`config.mk`:
```
export PLATFORM = sky130hd
export DESIGN_NAME = qnm_drain
export DESIGN_NICKNAME = d
export VERILOG_FILES = /design/src/rtl/qnm_pkg.sv /design/src/rtl/qnm_wake_match.sv /design/src/rtl/qnm_drain.sv
export SDC_FILE = /design/constraint.sdc
export NUM_CORES = 1
export LEC_CHECK = 0
export BUFFER_PORTS_ARGS = -buffer_cell sky130_fd_sc_hd__buf_4
export CORE_ASPECT_RATIO = 2
export CORE_MARGIN = 4
export CORE_UTILIZATION = 43
export DETAILED_ROUTE_END_ITERATION = 8
export PLACE_DENSITY = 0.79
export SLEW_MARGIN = 20
export SYNTH_ARGS = -nofsm -noshare
export SYNTH_HDL_FRONTEND = slang
export SYNTH_SLANG_ARGS = --single-unit
```
`constraint.sdc`:
```
create_clock -name clk -period 4.5 [get_ports clk]
set_clock_uncertainty 0.1 [all_clocks]
set_input_delay 1.35 -clock clk [delete_from_list [all_inputs] [get_ports clk]]
set_output_delay 1.35 -clock clk [all_outputs]
set_load 0.02 [all_outputs]
```
`src/rtl/qnm_pkg.sv`:
```
// Shared qnm constants: entry field layout, drain FSM encoding,
// and the tag value that marks an entry as ready.
package qnm_pkg;

  localparam int READY_TAG = 0;
  localparam int M_LSB     = 0;
  localparam int CNT_W     = 16;

  typedef enum logic {
    ST_IDLE = 1'b0,
    ST_HOLD = 1'b1
  } state_e;

  // N field sits directly above the M field
  function automatic int n_lsb(input int m_width);
    return M_LSB + m_width;
  endfunction

endpackage

```
`src/rtl/qnm_wake_match.sv`:
```
// Per-slot wakeup comparator: flags every slot whose pending tag
// equals the broadcast tag, except a slot being written this cycle.
module qnm_wake_match
  import qnm_pkg::*;
#(
  parameter int M_WIDTH  = 8,
  parameter int Q_LENGTH = 8
) (
  input  logic                         wake_valid_i,
  input  logic [M_WIDTH-1:0]           wake_tag_i,
  input  logic [M_WIDTH*Q_LENGTH-1:0]  old_m_i,
  input  logic [Q_LENGTH-1:0]          wr_onehot_i,
  output logic [Q_LENGTH-1:0]          modify_o
);

  logic arm;

  assign arm = wake_valid_i &
               (wake_tag_i != M_WIDTH'(READY_TAG));

  always_comb begin
    modify_o = '0;
    for (int k = 0; k < Q_LENGTH; k++) begin
      modify_o[k] = arm &
        (old_m_i[k*M_WIDTH +: M_WIDTH] == wake_tag_i) &
        !wr_onehot_i[k];
    end
  end

endmodule

```
`src/rtl/qnm_drain.sv`:
```
// Reader-side controller for the qnm queue: pops ready heads onto a
// valid/ready request port and clears woken tags in place.
module qnm_drain
  import qnm_pkg::*;
#(
  parameter int N_WIDTH   = 8,
  parameter int M_WIDTH   = 8,
  parameter int Q_LENGTH  = 8,
  parameter int STALL_MAX = 255
) (
  input  logic                        clk,
  input  logic                        rst,
  input  logic                        q_empty,
  input  logic [N_WIDTH+M_WIDTH-1:0]  q_dout,
  input  logic [M_WIDTH*Q_LENGTH-1:0] q_old_m_vector,
  input  logic [Q_LENGTH-1:0]         q_wr_onehot,
  output logic                        q_rd,
  output logic [Q_LENGTH-1:0]         q_modify_vector,
  output logic [M_WIDTH*Q_LENGTH-1:0] q_new_m_vector,
  input  logic                        wake_valid,
  input  logic [M_WIDTH-1:0]          wake_tag,
  output logic                        req_valid,
  input  logic                        req_ready,
  output logic [N_WIDTH-1:0]          req_n,
  output logic                        stall_err
);

  localparam int N_LSB = n_lsb(M_WIDTH);
  localparam logic [CNT_W-1:0] STALL_LIM = CNT_W'(STALL_MAX);
  localparam logic [CNT_W-1:0] CNT_SAT   = '1;

  state_e             state_q, state_d;
  logic [N_WIDTH-1:0] n_q, n_d;
  logic [CNT_W-1:0]   cnt_q, cnt_d;
  logic               err_q, err_d;

  logic [M_WIDTH-1:0] head_m;
  logic [N_WIDTH-1:0] head_n;
  logic               head_ready;
  logic               slot_free;

  assign head_m = q_dout[M_LSB +: M_WIDTH];
  assign head_n = q_dout[N_LSB +: N_WIDTH];

  assign head_ready = !q_empty &
                      (head_m == M_WIDTH'(READY_TAG));
  assign req_valid  = (state_q == ST_HOLD);
  assign slot_free  = !req_valid | req_ready;
  assign q_rd       = !rst & head_ready & slot_free;

  assign req_n          = n_q;
  assign stall_err      = err_q;
  assign q_new_m_vector = '0;

  qnm_wake_match #(
    .M_WIDTH  (M_WIDTH),
    .Q_LENGTH (Q_LENGTH)
  ) u_match (
    .wake_valid_i (wake_valid & !rst),
    .wake_tag_i   (wake_tag),
    .old_m_i      (q_old_m_vector),
    .wr_onehot_i  (q_wr_onehot),
    .modify_o     (q_modify_vector)
  );

  always_comb begin
    state_d = state_q;
    n_d     = n_q;
    unique case (state_q)
      ST_IDLE: begin
        if (q_rd) begin
          state_d = ST_HOLD;
          n_d     = head_n;
        end
      end
      ST_HOLD: begin
        if (req_ready) begin
          if (q_rd) n_d = head_n;
          else      state_d = ST_IDLE;
        end
      end
    endcase
  end

  // a ready head held off by back-pressure keeps the count frozen
  always_comb begin
    cnt_d = cnt_q;
    if (q_empty | q_rd)
      cnt_d = '0;
    else if (!head_ready && cnt_q != CNT_SAT)
      cnt_d = cnt_q + 1'b1;
    err_d = err_q | (cnt_d == STALL_LIM);
  end

  always_ff @(posedge clk or posedge rst) begin
    if (rst) begin
      state_q <= ST_IDLE;
      n_q     <= '0;
      cnt_q   <= '0;
      err_q   <= 1'b0;
    end else begin
      state_q <= state_d;
      n_q     <= n_d;
      cnt_q   <= cnt_d;
      err_q   <= err_d;
    end
  end

endmodule

```
# == After elaboration in Yosys (flattened, before gate mapping) ==
# Index checks and enable logic that the tools add are counted.
# word_totals
reg_bits,26
in_bits,101
output_inout_bits,83
elab_cells,64
# classes
addsub,1
eq_ne,11
muxes,8
bitwise,25
n_reduce_logical,15
# ops
cell,count
equality test 8 bit,8
2-to-1 mux 16 bit,2
bitwise AND 1 bit,21
"adder 16 x 1 -> 16 bit, second input constant",1
"equality test 16 x 8 -> 1 bit, second input constant",1
2-to-1 mux 8 bit,2
"!= test 16 bit, second input constant",1
case mux 8 bit (2 select lines),1
logical NOT 1 bit,12
logical NOT 8 bit,1
nonzero test 8 bit,1
bitwise OR 1 bit,3
2-to-1 mux 1 bit,2
"!= test 2 bit, second input constant",1
case mux 1 bit (2 select lines),1
logical AND 1 bit,1
inverter 1 bit,1

# == Longest topological paths before layout ==
# Gate-level depths: netlist (run 1).
# depth
word_depth,8
ltp_mapped,8
ltp_nobuf,7

# == Cells and area by module ==
# Synthesis (run 1) repeated with hierarchy kept, for this count alone.
# unflattened
cells_unflattened,322
area_unflattened_um2,2730.1
# by_module_without_submodules
mod,instances,cells_per_inst,area_each_um2,seq_area_each_um2
qnm_drain,1,215,1879.3,650.6
qnm_wake_match,1,107,850.8,0.0

# == Worst setup path after synthesis (run 1) ==
# Ideal clock, no wire load.
# synth_timing
path_kind,input to output
start,input rst
end,output q_modify_vector[0]
arrival_time_ns,3.117
required_ns,3.050
path_slack_ns,-0.067
cell_stages,3
path_buffers,0
path_cell_list,inv_1 -> nand3_1 -> nor4_1
# synth_via
elab_chain_len,5
# synth_rtl
item,line_no,text
start: declaration,qnm_drain.sv:12,"input logic rst,"
logical NOT 1 bit (no source line),n/a,
bitwise AND 1 bit,qnm_drain.sv:59,".wake_valid_i (wake_valid & !rst),"
bitwise AND 1 bit,qnm_wake_match.sv:18,assign arm = wake_valid_i &
bitwise AND 1 bit,qnm_wake_match.sv:24,modify_o[k] = arm &
bitwise AND 1 bit,qnm_wake_match.sv:25,(old_m_i[k*M_WIDTH +: M_WIDTH] == wake_tag_i) &
end: declaration,qnm_drain.sv:18,"output logic [Q_LENGTH-1:0] q_modify_vector,"
# No other way between the ends.

# == Worst setup path after layout (run 1) ==
# layout_timing
start,input wake_tag[4]
end,output q_modify_vector[0]
# layout_via
elab_chain_len,4
word_cells_on_any_way,5
# layout_rtl
item,line_no,text
start: declaration,qnm_drain.sv:21,"input logic [M_WIDTH-1:0] wake_tag,"
nonzero test 8 bit,qnm_wake_match.sv:19,(wake_tag_i != M_WIDTH'(READY_TAG));
bitwise AND 1 bit,qnm_wake_match.sv:18,
bitwise AND 1 bit *,qnm_wake_match.sv:24,
bitwise AND 1 bit *,qnm_wake_match.sv:25,
# Every way passes the cells marked *; elsewhere a longest branch is shown, timed or not.

==> impl_metrics.tcl, run 1 <==
set metrics [dict create \
    hpwl_mm 7.26 \
    synth_async_sr_flop_share_pct 100 \
    routed_via_density 5.08 \
    yosysSeqAreaShare_pct 23.2 \
    placed_cell_area_um2 3510 \
    netlist_area_um2 2810 \
    cp.arrival_ns 2.64 \
    cp.required_ns 3.05 \
    p_leak_nw 1.74 \
    numCtsBuffers 3 \
    finalCritPeriodShare_pct 90.9 \
    path_clk_slew_ns 0.06 \
    cts_root_buffer "clkbuf_16" \
    portBuffers 119 \
    syn_to_final_growth_pct 28.1 \
    hold_path_class "reg2reg" \
    ios 184 \
    drv_cap 0 \
    fmax_mhz 245 \
    post_cts_buffers 0 \
    drt_iter0_drc 104 \
    antenna_found_initial 0 \
    syn_avg_cell_area_um2 8.59 \
    slowest_delay_ns 0.32 \
    worstMarginPinSlew_ns 0.700 \
    ant_nets 0 \
    num_vias 2653 \
    initial_core_util_pct 44.5 \
    syn_inst 327 \
    final_cells 522 \
    synth_cell_types 53 \
    fp-row-count 41 \
    die_h_um 122 \
    synth_ff_type "dfrtp_1" \
    critPathTopFamily "simple AND/OR/NAND/NOR gates" \
    synth-edff-count 0 \
    ys_warn_count 0 \
    die_area_um2 7970 \
    status "complete, no violations" \
    maxSlewHeadroom_pct 52.7 \
    cts.htree.levels 1 \
    cts.repair.resized 0 \
    num-fill-cells 609 \
    drt_wl_total_mm 8.43 \
    critPathBufInv 2 \
    cts_tree "built" \
    power_density_nw_per_um2 189 \
    place_inst 518 \
    period_minus_slack_ns 4.09 \
    slowest_stage "nor4_1" \
    cts_hold_buf 0 \
    grt_overflow_total 0 \
    critPathCaptureType "output port" \
    grt_first_pass_wirelength_mm 12.5 \
    ys_ff_latch 26 \
    diodes 0 \
    grt_pass1_vias 2746 \
    design_area_um2 3600 \
    peakVddDrop_uv 131 \
    cts_sinks 26 \
    drive_above_1_share_pct 32.3 \
    core-area_um2 6310 \
    routabilityCongestion 0.967 \
    start_kind "input port" \
    firstDrtPassIters 4 \
    critPathKind "in2out" \
    route.detailed.wl_per_inst_um 16.1 \
    clockBufferDepth 2 \
    nets 539 \
    rsz0062_at_grt "false" \
    cp_cell_sequence "buf_4, xor2_1, nor4_1, nand4_1, nor4_1, buf_4" \
    clk_latency_ns 0.26 \
    hold_viol 0 \
    timing.final.max_slew_violations 0 \
    cp_max_fo 9 \
    remaining_drc_errors 0 \
    setup_viol 0 \
    grt_use_total_pct 20.5 \
    die_x_um 65.2 \
    grt_max_degree 29 \
]
[power breakdown]
| group | internal [mW] | switching (mW) | total, mW |
|---|---|---|---|
| registers | 0.238 | 0.00547 | 0.243 |
| clock network | 0.136 | 0.0818 | 0.218 |
| logic | 0.0966 | 0.124 | 0.220 |
[logic make-up after synthesis]
logic type,Yosys count,synth area share [%]
compound gates,27,7.75
xor+xnor,72,22.5
fa+ha+maj,2,0.802
buf+inv,85,20.6
flops,26,23.2
mux,1,0.356
other cells,1,0.134
simple gates,113,24.8
[flip-flops by register name, indices dropped and copies added (netlist names)]
register / flops
cnt_q: 16
req_n: 8
req_valid: 1
stall_err: 1
[cell usage in the layout (no fill, tap or decap), drive strengths merged, types with 2 or more instances in the layout]
cell	instances
conb	64
nand3	12
nand2b	2
a41o	2
inv	4
o21ai	4
xor2	44
nor4	24
nand2	32
xnor2	28
and3	2
buf	122
nor3	4
nor2	9
o21a	4
clkbuf	4
o211ai	2
a41oi	2
a21oi	5
nor4b	2
or4	3
and4	4
nand4	13
a2111oi	2
dfrtp	26
[cells in the mapped netlist, drive strengths merged (2+ instances only)]
cell | number | share of area, %
nor2 | 9 | 1.2
clkbuf | 9 | 1.2
nand2b | 2 | 0.45
nand4 | 13 | 3.7
o21a | 4 | 1.1
dfrtp | 26 | 23
buf | 71 | 19
nor4 | 24 | 7.2
and3 | 2 | 0.49
a41o | 2 | 0.71
nor4b | 2 | 0.62
inv | 4 | 0.53
a41oi | 2 | 0.62
o211ai | 2 | 0.53
nand3 | 12 | 2.3
a21oi | 5 | 0.89
nand2 | 32 | 4.3
xor2 | 44 | 14
a2111oi | 2 | 1.1
o21ai | 4 | 0.85
or4 | 3 | 0.85
xnor2 | 28 | 8.7
nor3 | 4 | 0.71
and4 | 4 | 1.3
[per-stage QoR]
stage | power [mW] | util [%] | setup WS, ns | hold slack [ns] | setup TNS [ns]
4_1_cts | 0.685 | 57.0 | 0.416 | 0.366 | 0
3_3_place_gp | 0.464 | 55.6 | 0.431 | 0.350 | 0
6_report | 0.682 | 57.0 | 0.411 | 0.365 | 0
3_5_place_dp | 0.467 | 55.6 | 0.427 | 0.346 | 0
5_1_grt | 0.713 | 57.0 | 0.290 | 0.402 | 0
2_1_floorplan | 0.414 | - | -0.0667 | 0.435 | -0.533
[path summary, 6_finish.rpt]
| check | start | end | slack (ns) | cells past startpoint |
|---|---|---|---|---|
| setup / recovery | wake_tag[4] | q_modify_vector[0] | 0.41 | 6 |
| hold / removal | stall_err$_DFF_PP0_ | stall_err$_DFF_PP0_ | 0.37 | 2 |
| setup reg to reg | cnt_q[1]$_DFF_PP0_ | stall_err$_DFF_PP0_ | 1.68 | 7 |
| hold reg to reg | stall_err$_DFF_PP0_ | stall_err$_DFF_PP0_ | 0.37 | 2 |
| max in group asynchronous | rst | cnt_q[15]$_DFF_PP0_ | 2.91 | 3 |
| min in group asynchronous | rst | cnt_q[0]$_DFF_PP0_ | 1.14 | 3 |
[routing by layer]
metal	vias to the layer above	share of wire [%]	GRT usage [%]
met3	29	12	5.77
li1	1224	-	-
met2	192	53	38.0
met4	0	4.5	10.6
met1	1208	30	20.3
met5	-	0	0
[final cells by class]
class,count,area [um2],share of cell area (%)
Tap cell,86,108,2.99
Multi-Input combinational cell,279,1820,50.5
Clock buffer,4,88.8,2.47
Inverter,5,18.8,0.522
Sequential cell,26,651,18.1
Timing Repair Buffer,122,916,25.5
[tightest hold or removal path, delay by kind of cell (launching register included)]
family          cells  cell delay [ns]
compound gates      1             0.04
buf+inv             1             0.05
flops               1             0.34
(Power assumes the default switching activity.)
==> run 2: changes to the inputs <==
Settings changed: SYNTH_HIERARCHICAL from default to 1.
==> impl_metrics.tcl, run 2 <==
set metrics [dict create \
    status "complete, no violations" \
    rsz0062_at_grt "false" \
    synth_cell_types 43 \
    cts.repair.resized 0 \
    nets 538 \
    power.switching_uw 206 \
    fp-row-count 40 \
    cts_root_buffer "clkbuf_16" \
    grt_first_pass_wirelength_mm 11.6 \
    swShare_pct 28.3 \
    drv_cap 0 \
    synth_top_area_share_pct 23.8 \
    synth_common_cells "buf_4, xnor2_1, nand2_1" \
    syn_inst 322 \
    period_minus_slack_ns 4.14 \
    clockBufferDepth 2 \
    path_clk_slew_ns 0.06 \
    setup_viol 0 \
    syn_avg_cell_area_um2 8.48 \
    cp.required_ns 3.05 \
    cts_hold_buf 0 \
    hold_viol 0 \
    cp_cell_sequence "buf_4, or4_4, o21ai_4, nor4b_1, buf_4" \
    remaining_drc_errors 0 \
    cp_max_fo 9 \
    ys_warn_count 6 \
    p_seq_share_pct 33.2 \
    synth-edff-count 0 \
    route.detailed.wl_per_inst_um 14.8 \
    layout_common_cells "buf_4, xnor2_1, conb_1, nand2_1, dfrtp_1" \
    crit_top_cell "buf_4" \
    die_h_um 121 \
    diodes 0 \
    hold_slack_ns 0.374 \
    clkPwrFrac_pct 34.9 \
    routabilityCongestion 0.929 \
    p_int_uw 522 \
    ios 184 \
    final_common_cell "buf_4" \
    syn_to_final_growth_pct 29.0 \
    grt_use_total_pct 18.9 \
    finalCritPeriodShare_pct 92.0 \
    setup_slack_ns 0.362 \
    core-area_um2 6110 \
    netlist_area_um2 2730 \
    drive_above_1_share_pct 31.7 \
    peakVddDrop_uv 130 \
    critPathCaptureType "output port" \
    netlist_top_cells_area "dfrtp_1, xnor2_1, buf_4" \
    hpwl_mm 6.75 \
    slowest_stage "or4_4" \
    r2r_slack_ns 1.73 \
    top_register "cnt_q" \
    ys_ff_latch 26 \
    power_density_nw_per_um2 207 \
    p_leak_nw 1.66 \
    initial_core_util_pct 44.7 \
    cts_sinks 26 \
    critPathKind "in2out" \
    firstDrtPassIters 4 \
    numCtsBuffers 3 \
    slowest_delay_ns 0.56 \
    die_area_um2 7770 \
    maxSlewHeadroom_pct 53.4 \
    cp.arrival_ns 2.69 \
    power_frac_comb_pct 31.9 \
    tns_ns 0 \
    yosysSeqAreaShare_pct 23.8 \
    grt_overflow_total 0 \
    synth_ff_type "dfrtp_1" \
    fmax_mhz 242 \
    num_vias 2467 \
    antenna_found_initial 0 \
    placed_cell_area_um2 3420 \
    cts.htree.levels 1 \
    grt_pass1_vias 2599 \
    synth_async_sr_flop_share_pct 100 \
    design_area_um2 3520 \
    post-place-ws_ns 0.365 \
    power_uw 728 \
    start_kind "input port" \
    largest_reg_flops 16 \
    post_cts_buffers 0 \
    drt_iter0_drc 90 \
    portBuffers 119 \
    synth_most_common_cell "buf_4" \
    die_x_um 64.3 \
    grt_max_degree 19 \
    hold_path_class "reg2reg" \
    worstMarginPinSlew_ns 0.694 \
    clk_latency_ns 0.26 \
    yosys.area.top_type "dfrtp_1" \
    timing.final.max_slew_violations 0 \
    drt_wl_total_mm 7.67 \
    cts_tree "built" \
    ant_nets 0 \
    routed_via_density 4.75 \
]
-- run 2: cell types whose count changed in the layout (fill, tap and decap cells not counted), moves of 3 or more --
cell	change
xnor2_1	+36
xor2_1	-33
nor4_1	-17
nor2_1	+14
nor4b_1	+8
o21a_1	-3
or4_4	+3
-- run 2: cell families after synthesis --
family,synth area share [%]
multiplexers,0.779
buffers and inverters,21.6
AND/OR/NAND/NOR,24.7
flip-flops,23.8
other,0.137
AO/OA/AOI/OAI,4.45
XOR/XNOR,24.1
adder cells (fa/ha/maj),0.458
-- run 2: area by class of cell --
class / count / area, um2
Inverter: 5 / 18.8
Multi-Input combinational cell: 278 / 1730
Fill cell: 588 / 2580
Clock buffer: 3 / 75.1
Sequential cell: 26 / 651
Timing Repair Buffer: 122 / 916
Tap cell: 84 / 105
Clock inverter: 1 / 30.0
-- run 2: metrics by stage --
stage	cells	util, %
2_1_floorplan	385	-
3_3_place_gp	515	56.0
6_report	519	57.7
4_1_cts	519	57.7
3_5_place_dp	515	56.0
5_1_grt	519	57.7
-- run 2: path summary, 6_finish.rpt --
check,from,to,cells after the start
worst max-delay path,wake_tag[7],q_modify_vector[3],5
worst min-delay path,req_n[2]$_DFFE_PP0P_,req_n[2]$_DFFE_PP0P_,2
worst max register to register,cnt_q[0]$_DFF_PP0_,stall_err$_DFF_PP0_,8
worst min register to register,req_n[2]$_DFFE_PP0P_,req_n[2]$_DFFE_PP0P_,2
max in group asynchronous,rst,cnt_q[11]$_DFF_PP0_,3
min in group asynchronous,rst,cnt_q[8]$_DFF_PP0_,2
-- run 2: power by group through the flow --
| stage | registers (mW) | logic, mW | clock network, mW |
|---|---|---|---|
| 5_1_grt | 0.242 | 0.249 | 0.268 |
| 6_report | 0.242 | 0.232 | 0.254 |
| 3_3_place_gp | 0.246 | 0.228 | 0 |
| 4_1_cts | 0.242 | 0.231 | 0.257 |
| 2_1_floorplan | 0.248 | 0.181 | 0 |
| 3_5_place_dp | 0.246 | 0.230 | 0 |
-- run 2: worst max-delay path: cells and delay by family --
| family | cells | cell delay [ns] |
|---|---|---|
| AND/OR/NAND/NOR | 2 | 0.68 |
| buffers and inverters | 2 | 0.33 |
| AO/OA/AOI/OAI | 1 | 0.32 |
-- run 2: per-layer routing --
layer	global-route usage [%]	vias up	wire length, um
met5	0	-	0
met4	8.61	0	288
met3	5.30	26	681
met2	38.6	145	4490
met1	15.7	1122	2210
li1	-	1174	-
==> run 3: changes to the inputs <==
Settings changed: BUFFER_PORTS_ARGS -buffer_cell sky130_fd_sc_hd__buf_4 to default, CORE_UTILIZATION 43 to 50, DONT_BUFFER_PORTS from default to 1, PLACE_DENSITY 0.79 to 0.62.
==> impl_metrics.tcl, run 3 (synthesis results as in run 2) <==
set metrics [dict create \
    status "complete, no violations" \
    ant_nets 0 \
    routed_via_density 5.21 \
    power.switching_uw 169 \
    clkPwrFrac_pct 29.0 \
    setup_viol 0 \
    cp.arrival_ns 2.48 \
    die_h_um 113 \
    cts.repair.resized 0 \
    grt_pass1_vias 2113 \
    slowest_stage "or4_4" \
    fp-row-count 37 \
    routabilityCongestion 0.840 \
    worstMarginPinSlew_ns 0.636 \
    largest_reg_flops 16 \
    firstDrtPassIters 4 \
    maxSlewHeadroom_pct 57.3 \
    critPathKind "in2out" \
    remaining_drc_errors 0 \
    cts.htree.levels 1 \
    cts_hold_buf 0 \
    fmax_mhz 255 \
    cp.required_ns 3.05 \
    dr_wl_met2_mm 4.06 \
    peakVddDrop_uv 195 \
    critPathBufInv 1 \
    grt_overflow_total 0 \
    diodes 0 \
    period_minus_slack_ns 3.93 \
    initial_core_util_pct 52.2 \
    finalCritPeriodShare_pct 87.2 \
    grt_first_pass_wirelength_mm 10.1 \
    timing.final.max_slew_violations 0 \
    clk_latency_ns 0.28 \
    cts_sinks 26 \
    tns_ns 0 \
    hold_path_class "reg2reg" \
    met3_length_um 668 \
    drv_cap 0 \
    swShare_pct 31.4 \
    power_uw 538 \
    hpwl_mm 6.04 \
    core-area_um2 5230 \
    cts_tree "built" \
    clockBufferDepth 2 \
    antenna_found_initial 0 \
    cp_max_fo 9 \
    syn_to_final_growth_pct -3.99 \
    route.detailed.wl_per_inst_um 18.0 \
    top_register "cnt_q" \
    grt_max_degree 16 \
    final_util_pct 50.1 \
    cts_root_buffer "clkbuf_8" \
    layout_common_cells "xnor2_1, conb_1, nand2_1, dfrtp_1, nor2_1" \
    post_cts_buffers 0 \
    cp_cell_sequence "or4_4, o21ai_4, nor4b_1, buf_4" \
    drive_above_1_share_pct 8.90 \
    critPathTopFamily "simple AND/OR/NAND/NOR gates" \
    topRoutingLayerUsed "met4" \
    num_vias 2002 \
    path_clk_slew_ns 0.09 \
    met1_length_mm 1.90 \
    place_inst 380 \
    hold_slack_ns 0.497 \
    start_kind "input port" \
    drt_iter0_drc 100 \
    rsz0062_at_grt "false" \
    portBuffers 0 \
    die_x_um 60.3 \
    numCtsBuffers 3 \
    power_frac_comb_pct 25.5 \
    ios 184 \
    hold_viol 0 \
    nets 429 \
    final_cells 384 \
    die_area_um2 6780 \
    p_leak_nw 1.11 \
    p_seq_share_pct 45.5 \
    drt_wl_total_mm 6.92 \
    p_int_uw 369 \
    slowest_delay_ns 0.53 \
    critPathCaptureType "output port" \
    grt_use_total_pct 19.7 \
    power_density_nw_per_um2 205 \
]
## run 3: cell count changes in the layout (fill, tap and decap cells not counted)
cell and delta:
buf_4 -109, clkbuf_8 +4, clkbuf_16 -3, bufinv_16 -1
## run 3: per-stage QoR
| step | cell area [um2] | setup WS (ns) |
|---|---|---|
| finish | 2620 | 0.574 |
| global route | 2620 | 0.544 |
| global placement | 2570 | 0.588 |
| floorplan | 2970 | 0.421 |
| detailed placement | 2570 | 0.560 |
| CTS | 2620 | 0.559 |
## run 3: area by class of cell
class | count | area [um2]
inverter | 5 | 18.8
clock buffer | 4 | 55.1
timing repair buffer | 13 | 97.6
fill | 503 | 2610
tap | 58 | 72.6
sequential | 26 | 651
multi-input combinational | 278 | 1730
## run 3: power groups by stage
stage                     sequential [mW]  combinational (mW)  clock [mW]
final                               0.244               0.137       0.156
after detailed placement            0.249               0.135           0
after global routing                0.245               0.149       0.168
after global placement              0.249               0.135           0
after CTS                           0.245               0.136       0.159
after floorplan                     0.248               0.181           0
## run 3: routing by layer
layer  track usage, %  vias to the layer above
li1                 -                      952
met1             17.0                      911
met2             37.8                      120
met3             5.64                       19
met4             9.91                        0
met5                0                        -
## run 3: final timing paths
check | start | to | slack, ns | depth (start not counted)
max in group asynchronous | rst | cnt_q[4]$_DFF_PP0_ | 2.85 | 2
hold / removal | cnt_q[1]$_DFF_PP0_ | cnt_q[1]$_DFF_PP0_ | 0.50 | 2
setup reg to reg | cnt_q[0]$_DFF_PP0_ | stall_err$_DFF_PP0_ | 1.78 | 8
hold reg to reg | cnt_q[1]$_DFF_PP0_ | cnt_q[1]$_DFF_PP0_ | 0.50 | 2
min in group asynchronous | rst | req_n[5]$_DFFE_PP0P_ | 0.87 | 1
setup / recovery | wake_tag[7] | q_modify_vector[0] | 0.57 | 4
## run 3: tightest hold or removal path: cells and delay by family, from the launching register on
kind,cells,cell delay (ns)
AOI/OAI and AO/OA,2,0.15
DFF,1,0.41
